$ cat src/rtl/plru_ctrl.sv
// Tree pseudo-LRU replacement controller for one set-associative cache. It performs a 2-stage
// read-modify-write of the PLRU bits in a dual-port array and zeroes the array on reset/flush.
module plru_ctrl #(
   parameter int unsigned S_INDEX = 4,
   parameter int unsigned WAYS    = 4,
   localparam int unsigned W      = WAYS - 1,
   localparam int unsigned WW     = $clog2(WAYS)
) (
   input  logic               clk_i,
   input  logic               rst_ni,
   input  logic               flush_req_i,
   output logic               flush_busy_o,
   input  logic               touch_valid_i,
   output logic               touch_ready_o,
   input  logic [S_INDEX-1:0] touch_set_i,
   input  logic [WW-1:0]      touch_way_i,
   input  logic               alloc_valid_i,
   output logic               alloc_ready_o,
   input  logic [S_INDEX-1:0] alloc_set_i,
   output logic               victim_valid_o,
   output logic [WW-1:0]      victim_way_o,
   output logic               lru_csb0_o,
   output logic               lru_web0_o,
   output logic [S_INDEX-1:0] lru_addr0_o,
   input  logic [W-1:0]       lru_dout0_i,
   output logic               lru_csb1_o,
   output logic               lru_web1_o,
   output logic [S_INDEX-1:0] lru_addr1_o,
   output logic [W-1:0]       lru_din1_o
);

   typedef enum logic [0:0] {StFlush, StRun} state_e;

   state_e               state_q, state_d;
   logic [S_INDEX-1:0]   cnt_q, cnt_d;
   logic                 s1_valid_q, s1_alloc_q;
   logic [S_INDEX-1:0]   s1_set_q;
   logic [WW-1:0]        s1_way_q;

   logic                 run_en, alloc_acc, touch_acc, s0_fire;
   logic [S_INDEX-1:0]   s0_set;
   logic [WW-1:0]        victim_c, access_way;
   logic [W-1:0]         new_bits;

   // Walk from the root: a 0 bit points into the lower subtree, a 1 bit into the upper one.
   function automatic logic [WW-1:0] plru_victim(input logic [W-1:0] bits);
      logic [WW-1:0] way;
      logic          b;
      int            node;
      way  = '0;
      node = 0;
      for (int l = 0; l < int'(WW); l++) begin
         b = 1'b0;
         for (int i = 0; i < int'(W); i++) begin
            if (i == node) b = bits[i];
         end
         way[int'(WW) - 1 - l] = b;
         node = 2 * node + 1 + int'(b);
      end
      return way;
   endfunction

   function automatic logic [W-1:0] plru_update(input logic [W-1:0]  bits,
                                                input logic [WW-1:0] way);
      logic [W-1:0] nb;
      logic         dir;
      int           node;
      nb   = bits;
      node = 0;
      for (int l = 0; l < int'(WW); l++) begin
         dir = way[int'(WW) - 1 - l];
         for (int i = 0; i < int'(W); i++) begin
            if (i == node) nb[i] = ~dir;
         end
         node = 2 * node + 1 + int'(dir);
      end
      return nb;
   endfunction

   assign run_en    = rst_ni && (state_q == StRun) && !flush_req_i;
   assign alloc_acc = alloc_valid_i && run_en;
   assign touch_acc = touch_valid_i && run_en && !alloc_valid_i;
   assign s0_fire   = alloc_acc || touch_acc;
   assign s0_set    = alloc_acc ? alloc_set_i : touch_set_i;

   // Read data already carries any same-cycle port1 write, forwarded by the array.
   assign victim_c   = plru_victim(lru_dout0_i);
   assign access_way = s1_alloc_q ? victim_c : s1_way_q;
   assign new_bits   = plru_update(lru_dout0_i, access_way);

   always_ff @(posedge clk_i) begin
      if (!rst_ni) begin
         state_q    <= StFlush;
         cnt_q      <= '0;
         s1_valid_q <= 1'b0;
         s1_alloc_q <= 1'b0;
         s1_set_q   <= '0;
         s1_way_q   <= '0;
      end else begin
         state_q    <= state_d;
         cnt_q      <= cnt_d;
         s1_valid_q <= s0_fire;
         s1_alloc_q <= alloc_acc;
         s1_set_q   <= s0_set;
         s1_way_q   <= touch_way_i;
      end
   end

   always_comb begin
      state_d = state_q;
      cnt_d   = cnt_q;
      unique case (state_q)
         StFlush: begin
            cnt_d = cnt_q + 1'b1;
            if (&cnt_q) state_d = StRun;
         end
         StRun: begin
            if (flush_req_i) begin
               state_d = StFlush;
               cnt_d   = '0;
            end
         end
         default: state_d = StFlush;
      endcase
   end

   always_comb begin
      flush_busy_o   = !rst_ni || (state_q == StFlush);
      alloc_ready_o  = run_en;
      touch_ready_o  = run_en && !alloc_valid_i;
      lru_csb0_o     = !s0_fire;
      lru_web0_o     = 1'b1;
      lru_addr0_o    = s0_set;
      lru_csb1_o     = 1'b1;
      lru_web1_o     = 1'b1;
      lru_addr1_o    = s1_set_q;
      lru_din1_o     = new_bits;
      victim_valid_o = 1'b0;
      victim_way_o   = victim_c;
      if (rst_ni) begin
         if (state_q == StFlush) begin
            lru_csb1_o  = 1'b0;
            lru_web1_o  = 1'b0;
            lru_addr1_o = cnt_q;
            lru_din1_o  = '0;
         end else if (s1_valid_q) begin
            lru_csb1_o     = 1'b0;
            lru_web1_o     = 1'b0;
            victim_valid_o = s1_alloc_q;
         end
      end
   end

endmodule
$ cat config.mk
export PLATFORM = sky130hd
export DESIGN_NAME = plru_ctrl
export DESIGN_NICKNAME = d
export VERILOG_FILES = /design/src/rtl/plru_ctrl.sv
export SDC_FILE = /design/constraint.sdc
export NUM_CORES = 1
export LEC_CHECK = 0
export ABC_AREA = 1
export BUFFER_PORTS_ARGS = -buffer_cell sky130_fd_sc_hd__buf_2
export CAP_MARGIN = 20
export CORE_MARGIN = 2
export CORE_UTILIZATION = 43
export CTS_BUF_LIST = sky130_fd_sc_hd__clkbuf_8 sky130_fd_sc_hd__clkbuf_16
export CTS_CLUSTER_SIZE = 12
export DETAILED_ROUTE_END_ITERATION = 8
export GPL_TIMING_DRIVEN = 0
export PLACE_DENSITY = 0.77
export SLEW_MARGIN = 20
export SYNTH_ARGS = -nofsm -noshare
export SYNTH_HDL_FRONTEND = slang
export SYNTH_SLANG_ARGS = --single-unit
$ cat constraint.sdc
create_clock -name clk_i -period 1.3 [get_ports clk_i]
set_input_delay 0.065 -clock clk_i [delete_from_list [all_inputs] [get_ports clk_i]]
set_output_delay 0.065 -clock clk_i [all_outputs]
set_load 0.05 [all_outputs]
* Word level (Yosys, flattened, before mapping)
Cells that the tools add are included. W data, S select, Z words.
Operators by class: add/subtract/negate cells 3, equality and inequality tests 5, muxes and demuxes 23, bitwise gates (word level) 3, reduce and logical (&&, ||, !) cells 15
Operators with widths (number):
- $logic_not A32 Y1 | 2
- $mux W4 | 4
- $mux W1 | 14
- $pmux W4 S2 | 1
- $logic_and A1 B1 Y1 | 6
- $mux W3 | 2
- $add A1 B1 Y2 const A | 2
- $add A4 B1 Y4 const B | 1
- $eq A1 B2 Y1 const A | 2
- $eq A2 B2 Y1 const A | 2
- $logic_not A1 Y1 | 4
- $reduce_and A4 Y1 | 1
- $not A1 Y1 | 3
- $logic_or A1 B1 Y1 | 2
- $mux W2 | 1
- $ne A2 B2 Y1 const B | 1
- $pmux W1 S2 | 1
Word-level totals: register bits after elaboration 13, bits of input ports 18, output and inout port bits 21, logic and storage cells 55

* Logic depth before layout (Yosys ltp)
depth after elaboration 11, gate-level depth with buffers 6, mapped depth without buffers 6

* Worst setup path after synthesis
OpenSTA, ideal clock, no wires.
path kind flip-flop to output port, from register state_q, to output port lru_web1_o, data arrival time 2.014 ns, required time 1.235 ns, slack -0.779 ns, stages on the path, launching flop included 4, cell sequence dfxtp_1 inv_2 o21ai_0 buf_4
On the way: cells in the longest elaborated chain, start to end 2
RTL lines:
- start: declaration | RTL line 34 | state_e state_q, state_d;
- start signal: assignment | RTL line 93 | state_q <= StFlush;
- start signal: assignment | RTL line 100 | state_q <= state_d;
- $mux W1 (2 in series)
- end: declaration | RTL line 27 | output logic lru_web1_o,
Every way passes these cells.

* Final worst setup path
from register state_q, to output port lru_csb0_o
On the way: cells in the longest elaborated chain, start to end 6
RTL lines:
- $logic_and A1 B1 Y1 * (2 in series) | RTL line 80 | assign run_en = rst_ni && (state_q == StRun) && !flush_req_i;
- $logic_and A1 B1 Y1 (2 in series) | RTL line 82 | assign touch_acc = touch_valid_i && run_en && !alloc_valid_i;
- $logic_or A1 B1 Y1 * | RTL line 83 | assign s0_fire = alloc_acc || touch_acc;
- $logic_not A1 Y1 * | RTL line 131 | lru_csb0_o = !s0_fire;
- end: declaration | RTL line 22 | output logic lru_csb0_o,
Every way passes the cells marked *; elsewhere a longest branch is shown, timed or not.

==> key figures <==
Place
  • Placement Setup Slack: about 0.053 ns
  • Placed Cells: ~170
  • Placed Area: around 990 sq um
  • Port Buffers: 36
  • Detailed Place HPWL: 1320 um
  • Placer Congestion: about 0.77

Floorplanning
  • Die X: approximately 46 um
  • # rows: 14
  • Initial core utilization: around 48%
  • DIE AREA: approximately 0.0021 sq mm
  • Core Area: ~0.0016 sq mm
  • Die outline height: 45.5 um
  • I/O Pins: 39

Layout
  • Final #Nets: about 200
  • Leading cell type in the layout, fill and taps excluded: nand2_1
  • Most frequent cells in the layout: nand2_1 (24), buf_4 (23), inv_1 (22)
  • Layout cell share with drive strength beyond 1: 53.9%
  • Fill count: 74
  • Post-Layout Inst Area: about 0.0014 sq mm
  • Core Util, Final: around 87%
  • Cell Count, Final, Fillers Out: around 190
  • Layout area overhead: 83.1%
  • # diodes: 0

Route
  • Iter 0 DRT Violations: 26
  • Routed WL: between 2000 and 2500 um
  • Pre-Repair DR Iteration Count: 4
  • DR WL/cell: about 13 um
  • Drt via density: between 4 and 5
  • Vias: 954
  • Routed Antenna Nets: 0
  • # DRC: 0

Synth
  • Leading area contributor after synthesis: dfxtp_1
  • Syn Nets: 138
  • Distinct cells, synth: 21
  • Synth area leaders: dfxtp_1 (35%), nand2_1 (18%), inv_1 (13%)
  • Synth Register Bits: 13
  • Register area share after synthesis: a little over a third
  • Mapped Area: ~740 sq um
  • Ys Warns: 0
  • Post-Syn Area per Cell: slightly above 6 sq um
  • Syn Inst Count: 119
  • Share of the synthesized area in the top cell type: between 30% and 40%

Timing
  • Fin worst setup slack: -0.109 ns
  • Hold Violations, Final: 0
  • RSZ-0062 raised after global routing: yes
  • Peak Freq: roughly 700 MHz
  • Clock period minus worst slack: 1.41 ns
  • Final period util: 108%
  • Final setup fails: 11
  • Slew Limit Fails: 0
  • Setup Skew: 0.00201 ns

Power and ir drop
  • Design Power: between 1000 and 1500 uW
  • Cell Pwr Density: approximately 860 mW/mm^2
  • Peak VDD IR: 0.728 mV
  • LEAKAGE: 0.000734 uW

Critical path
  • CP max FO: 7
  • Worst r2r path cells: 7
  • Critical Path AT: 1.34 ns
  • Startpoint types: register
  • Worst path required time: about 1.2 ns
  • Nature of the critical path endpoint: output pin
  • Worst reg-to-reg setup slack: -0.01 ns
  • Kind of critical path: reg2out

Clock tree
  • Clock buffer depth: 2
  • Clock slew seen by the registers of the worst setup and hold paths: around 0.06 ns
  • Clock root cell: clkbuf_8
  • # H-tree levels: 1
  • Clock latency on the worst-skew pair: around 0.25 ns
  • # clock sinks: 13
  • TritonCTS clock tree: yes
  • CTS Buf Count: 3

Hold path
  • Worst hold stages: 3
  • Worst min path class: in2reg

GRT
  • Tot GR Track Use: between 20% and 30%
  • Gr ovfl total: 0
  • Largest net degree at the start of global routing: 11
  • First-pass GRT wire length: around 3400 um
  • Initial antenna violation count: 0
  • Vias in the first global route: about 830

Run status
  • Failing checks: negative setup slack
  • Run status: complete, but fails checks

Run
  • Number of max-cap violations: 0
Yosys cell counts, drive strengths merged:
cell type / count
a21boi: 1
a21oi: 3
buf: 4
conb: 1
dfxtp: 13
ha: 1
inv: 28
nand2: 37
nand3: 5
nand3b: 1
nand4: 1
nor2: 12
nor3: 1
o21ai: 9
or2: 2
state kept, by name (all words and copies together) (netlist names):
register / flops
state_q: 1
s1_alloc_q: 1
s1_set_q: 4
s1_valid_q: 1
cnt_q: 4
s1_way_q: 2
critical path, cell delays in order (launching register included):
cell and delay, ns:
dfxtp_4 0.39, nand2_4 0.06, nor2_4 0.23, buf_4 0.17
o21ai_4 0.05, buf_4 0.19
layer usage:
metal,GRT usage (%),vias to the layer above,wire [um]
li1,-,466,-
met1,24.0,438,943
met2,41.7,41,1300
met3,5.56,9,149
met4,12.4,0,82
met5,0,-,0
timing repair:
item | 4_1_cts | 5_1_grt
gates resized for setup | 41 | 24
hold buffers | 2 | 0
endpoints found under the setup margin | 15 | 18
buffers inserted | 15 | 3
pin swaps | 14 | 5
hold endpoints to repair | 2 | 0
layout make-up:
type	count	area, sq um	area share [%]
multi-input cells	74	462	34.0
repair buffers	55	422	31.1
flip-flops and latches	13	265	19.6
inverters	28	113	8.30
clock buffers	3	41.3	3.04
plain buffers	4	30.0	2.21
well taps	16	20.0	1.48
clock inverters	1	3.75	0.277
through the flow:
stage / TNS, ns / hold slack, ns
finish: -0.730 / 0.0356
global route: -1.26 / 0.0451
CTS: -0.396 / 0.0263
detailed placement: 0 / 0.250
global placement: 0 / 0.249
floorplan: -1.58 / 0.163
final timing paths:
kind / start / end
max reg2reg: state_q / s1_set_q[1]
max: state_q / lru_csb0_o
min: touch_valid_i / s1_valid_q
min reg2reg: cnt_q[2] / cnt_q[2]
logic make-up (layout without fill, tap and decap cells):
kind of cell | Yosys count | in the layout | synth area share [%]
AND/OR/NAND/NOR | 59 | 59 | 34.8
buffers and inverters | 32 | 91 | 18.2
AO/OA/AOI/OAI | 13 | 13 | 9.63
flip-flops | 13 | 13 | 35.1
adder cells (fa/ha/maj) | 1 | 1 | 1.69
other | 1 | 1 | 0.506
report_power, final:
part           internal (uW)  leakage (uW)  switching (uW)
combinational            137      0.000599             225
sequential               414      0.000108            10.2
clock                    210     0.0000269             165
total                    760      0.000734             400
No activity file was read; power rests on OpenSTA's default activity.
